$ cat src/rtl/moesi_bus_arbiter.sv
// Snoop-bus arbiter for a MOESI cache cluster: round-robin grant, probe broadcast,
// ack/hit/dirty collection and a one-cycle response to the requester.
module moesi_bus_arbiter #(
  parameter int unsigned NUM_CORES = 4,
  parameter int unsigned SRC_WID   = 2
) (
  input  logic                   clk,
  input  logic                   reset,
  input  logic [NUM_CORES-1:0]   req_valid,
  input  logic [2*NUM_CORES-1:0] req_type,
  output logic [NUM_CORES-1:0]   req_ready,
  output logic                   snoop_valid,
  output logic                   snoop_write,
  output logic [SRC_WID-1:0]     snoop_src,
  input  logic [NUM_CORES-1:0]   snoop_ack,
  input  logic [NUM_CORES-1:0]   snoop_hit,
  input  logic [NUM_CORES-1:0]   snoop_dirty,
  output logic [NUM_CORES-1:0]   resp_valid,
  output logic                   resp_shared,
  output logic                   resp_exclusive,
  output logic                   resp_supplier_valid,
  output logic [SRC_WID-1:0]     resp_supplier,
  output logic                   busy
);

  typedef enum logic [1:0] {StIdle, StSnoop, StResp} state_e;

  state_e               state_q, state_d;
  logic [SRC_WID-1:0]   ptr_q, ptr_d;
  logic [SRC_WID-1:0]   src_q, src_d;
  logic [1:0]           type_q, type_d;
  logic [NUM_CORES-1:0] ack_q, ack_d;
  logic [NUM_CORES-1:0] hit_q, hit_d;
  logic [NUM_CORES-1:0] dirty_q, dirty_d;

  logic [NUM_CORES-1:0] eligible;
  logic                 grant_found;
  logic [SRC_WID-1:0]   grant_idx;
  logic [NUM_CORES-1:0] others;
  logic [NUM_CORES-1:0] new_ack;

  // Reserved type 11 is never eligible; search wraps from the round-robin pointer.
  always_comb begin
    int unsigned cand;
    cand        = 0;
    grant_found = 1'b0;
    grant_idx   = '0;
    for (int unsigned k = 0; k < NUM_CORES; k++) begin
      eligible[k] = req_valid[k] && (req_type[2*k +: 2] != 2'b11);
    end
    for (int unsigned i = 0; i < NUM_CORES; i++) begin
      cand = (32'(ptr_q) + i) % NUM_CORES;
      if (!grant_found && eligible[cand]) begin
        grant_found = 1'b1;
        grant_idx   = SRC_WID'(cand);
      end
    end
  end

  assign others  = ~(NUM_CORES'(1) << src_q);
  assign new_ack = snoop_ack & others;

  always_comb begin
    state_d             = state_q;
    ptr_d               = ptr_q;
    src_d               = src_q;
    type_d              = type_q;
    ack_d               = ack_q;
    hit_d               = hit_q;
    dirty_d             = dirty_q;
    req_ready           = '0;
    snoop_valid         = 1'b0;
    snoop_write         = 1'b0;
    snoop_src           = '0;
    resp_valid          = '0;
    resp_shared         = 1'b0;
    resp_exclusive      = 1'b0;
    resp_supplier_valid = 1'b0;
    resp_supplier       = '0;
    case (state_q)
      StIdle: begin
        // Gating with reset keeps the grant pulse from escaping while held in reset.
        if (grant_found && !reset) begin
          req_ready[grant_idx] = 1'b1;
          src_d                = grant_idx;
          type_d               = req_type[2*32'(grant_idx) +: 2];
          ack_d                = '0;
          hit_d                = '0;
          dirty_d              = '0;
          ptr_d                = SRC_WID'((32'(grant_idx) + 1) % NUM_CORES);
          state_d              = StSnoop;
        end
      end
      StSnoop: begin
        snoop_valid = 1'b1;
        snoop_src   = src_q;
        snoop_write = (type_q != 2'b00);
        ack_d       = ack_q | new_ack;
        hit_d       = hit_q | (snoop_hit & new_ack);
        dirty_d     = dirty_q | (snoop_dirty & new_ack);
        if ((ack_d & others) == others) state_d = StResp;
      end
      StResp: begin
        resp_valid[src_q] = 1'b1;
        if (type_q == 2'b00) begin
          resp_shared    = |hit_q;
          resp_exclusive = ~|hit_q;
        end
        resp_supplier_valid = |dirty_q;
        for (int k = int'(NUM_CORES) - 1; k >= 0; k--) begin
          if (dirty_q[k]) resp_supplier = SRC_WID'(k);
        end
        state_d = StIdle;
      end
      default: state_d = StIdle;
    endcase
  end

  assign busy = (state_q != StIdle);

  always_ff @(posedge clk) begin
    if (reset) begin
      state_q <= StIdle;
      ptr_q   <= '0;
      src_q   <= '0;
      type_q  <= '0;
      ack_q   <= '0;
      hit_q   <= '0;
      dirty_q <= '0;
    end else begin
      state_q <= state_d;
      ptr_q   <= ptr_d;
      src_q   <= src_d;
      type_q  <= type_d;
      ack_q   <= ack_d;
      hit_q   <= hit_d;
      dirty_q <= dirty_d;
    end
  end

endmodule

$ cat config.mk
export PLATFORM = sky130hd
export DESIGN_NAME = moesi_bus_arbiter
export DESIGN_NICKNAME = d
export VERILOG_FILES = /design/src/rtl/moesi_bus_arbiter.sv
export SDC_FILE = /design/constraint.sdc
export NUM_CORES = 1
export LEC_CHECK = 0
export ABC_AREA = 1
export CORE_MARGIN = 5
export CORE_UTILIZATION = 49
export CTS_CLUSTER_DIAMETER = 200
export DETAILED_ROUTE_END_ITERATION = 6
export GPL_TIMING_DRIVEN = 0
export PLACE_DENSITY = 0.82
export SYNTH_ARGS = -nofsm -noshare
export SYNTH_HDL_FRONTEND = slang
export SYNTH_SLANG_ARGS = --single-unit
export TNS_END_PERCENT = 1
$ cat constraint.sdc
create_clock -name clk -period 3.25 [get_ports clk]
set_clock_uncertainty 0.05 [all_clocks]
set_input_delay 0.65 -clock clk [delete_from_list [all_inputs] [get_ports clk]]
set_output_delay 0.65 -clock clk [all_outputs]
set_load 0.01 [all_outputs]
==> run metrics <==
Num CTS Buffers=3; post-route ant nets=0; MaxCap Viol Count=0; net switching fraction of the power=0.480; Worst setup EP type=output port; grt total ovfl=0; Gate Count Post-Synth=210; Syn. warnings=0; post-synthesis cell type count=28; Pleak=0.898 nW; dominant cell by count in the synthesized netlist=nand2_1; CTS H-Tree Depth=1; Total GRT Usage=0.195; clk slew on worst S/H paths=0.12 ns; most frequent cells after synthesis=nand2_1 (55), nor2_1 (31), nand3_1 (27); vias per cell=5.24; routed wire length=3.75 mm; endpoints failing hold=0; vias in the first global route=1462; IO buf count=43; routability cong.=0.892; Slew Limit Fails=0; Syn Area/Cell=6.46 sq um; TritonRoute pass-1 iters=4; final cell count without fillers=288; Inserted Diodes=0; placed insts=284; Fmax=0.330 GHz; critical path data arrival time=2.33 ns; Area contributors post-synth=dfxtp_1 (30%), nand2_1 (15%), nand3_1 (10%); share of power burned in combinational logic=0.614; core area=2710 sq um; Die H=62.6 um; clock root buffer=clkbuf_4; # Post-CTS Setup Buffers=0; Area Overhead vs Synth=40.5%; Clock Tree Buf Depth=2; status=finished, final reports clean; layout cells sized above 1=0.163; Slew headroom=0.663; fin util=0.703; Synth area leader=dfxtp_1; Final HPWL DP=2.96 mm; hold crit path type=flip-flop to flip-flop; Top FF cell, synth=dfxtp_1; clk_lat worst skew=0.31 ns; # nets final=284; share of the yosys chip area belonging to registers=0.295; Power Dens Cells=777 nW/um^2; Hold Buf Count CTS=0; final worst path period need=3.03 ns; total number of vias=1508; initial antenna violation count=0; # DRC=0; r2r setup slk=1.30 ns; post-synth top area share=0.295; worst path required time=2.55 ns; mapped cell area=1360 sq um; IO Pins=44; first-pass GRT wire length=6.42 mm; largest net degree at the start of global routing=13; RSZ-0062 raised after global routing=false; starting density of the core=0.500; clock share of power=0.139; switching power=0.000711 W; initial drt markers=96; fraction of registers with async set/reset=0; Syn Nets=236; worst vdd ir=620 uV; Die X=62.6 um; Num Clock Sinks=20; fin crit share=0.934; DIE AREA=3920 sq um; CP Launch Type=input pin; Seq pwr share=0.247; wire length per cell=13.0 um; Final setup viols=0; fillers=255; CTS tree=yes; crit path kind=input pin to output port; register bit total from synthesis=20; Pint=0.000769 W; row cnt=19; Worst Path Max Fanout=7; Slew @ Worst Pin=0.501 ns; EDFF count, synth=0
-- area by class of cell --
cell class	count	area, sq um	area share
Buffer	3	20.0	0.0105
Clock buffer	3	22.5	0.0118
Clock inverter	1	30.0	0.0158
Inverter	24	92.6	0.0486
Multi-Input combinational cell	163	876	0.460
Sequential cell	20	400	0.210
Tap cell	31	38.8	0.0204
Timing Repair Buffer	43	425	0.223
-- per-layer routing --
metal	GRT usage	up-vias	share of wire	wire length, um
met5	0	-	0	0
met4	0.0584	0	0.011	40
met3	0.0378	4	0.038	144
met2	0.315	30	0.51	1920
met1	0.261	688	0.44	1650
li1	-	786	-	-
-- worst max-delay path, cell delays in order --
cell             delay, ns
clkdlybuf4s50_1       0.48
nand2_1               0.09
nand3_1               0.11
nand2_2               0.11
nor2_4                0.16
nand3_2               0.12
nand2_4               0.15
nor2_8                0.07
inv_4                 0.08
nor2_4                0.04
nand2_1               0.07
inv_1                 0.04
dlymetal6s2s_1        0.16
-- worst paths after layout --
check                           cells after the start                     from                       to
worst max-delay path                               13              req_type[6]             req_ready[1]
worst min-delay path                                2  dirty_q[2]$_SDFFE_PP0P_  dirty_q[2]$_SDFFE_PP0P_
worst max register to register                     15    ptr_q[0]$_SDFFE_PP0P_    ptr_q[1]$_SDFFE_PP0P_
worst min register to register                      2  dirty_q[2]$_SDFFE_PP0P_  dirty_q[2]$_SDFFE_PP0P_
-- registers in the layout (all words and copies together), names as in the netlist --
name / cells
ptr_q: 2
src_q: 2
type_q: 2
dirty_q: 4
state_q: 2
hit_q: 4
ack_q: 4
-- power groups by stage --
stage	Clock [W]	Combinational (W)	Sequential, W
final	0.000206	0.000909	0.000365
after CTS	0.000209	0.000893	0.000363
after floorplan	0	0.000650	0.000354
after global routing	0.000221	0.00102	0.000377
after detailed placement	0	0.000895	0.000368
after global placement	0	0.000882	0.000366
-- kinds of logic (layout without fill, tap and decap cells) --
group                  after synthesis  in the layout  synth area share
AOI/OAI and AO/OA                   21             21            0.0950
and+or+nand+nor                    142            142             0.527
buffers and inverters               27             74            0.0830
DFF                                 20             20             0.295
-- placed cells by master, fill, tap and decap left out, drive strengths merged --
cell type / instances
o22ai: 1
a21boi: 4
buf: 2
nor4: 2
nor2: 35
nand3: 34
clkbuf: 6
nor3: 1
nand4: 4
o21ai: 6
dfxtp: 20
nand2: 66
a31oi: 7
clkinv: 1
dlymetal6s2s: 2
a21oi: 3
inv: 23
clkdlybuf4s50: 39
bufinv: 1
-- stage by stage --
step / TNS, ns / hold WS, ns / instance area (sq um) / worst slack (ns) / power, W
6_report: 0 / 0.443 / 1910 / 0.216 / 0.00148
3_3_place_gp: -0.553 / 0.413 / 1830 / -0.175 / 0.00125
5_1_grt: 0 / 0.478 / 1910 / 0.0461 / 0.00162
2_1_floorplan: 0 / 0.396 / 1360 / 0.922 / 0.00100
4_1_cts: -0.254 / 0.442 / 1880 / -0.158 / 0.00146
3_5_place_dp: -0.603 / 0.422 / 1830 / -0.180 / 0.00126
-- repair_timing --
item	in CTS	in global routing
gates resized for setup	3	12
setup endpoints to repair	4	4
pin swaps	1	1
(Power assumes the default switching activity.)
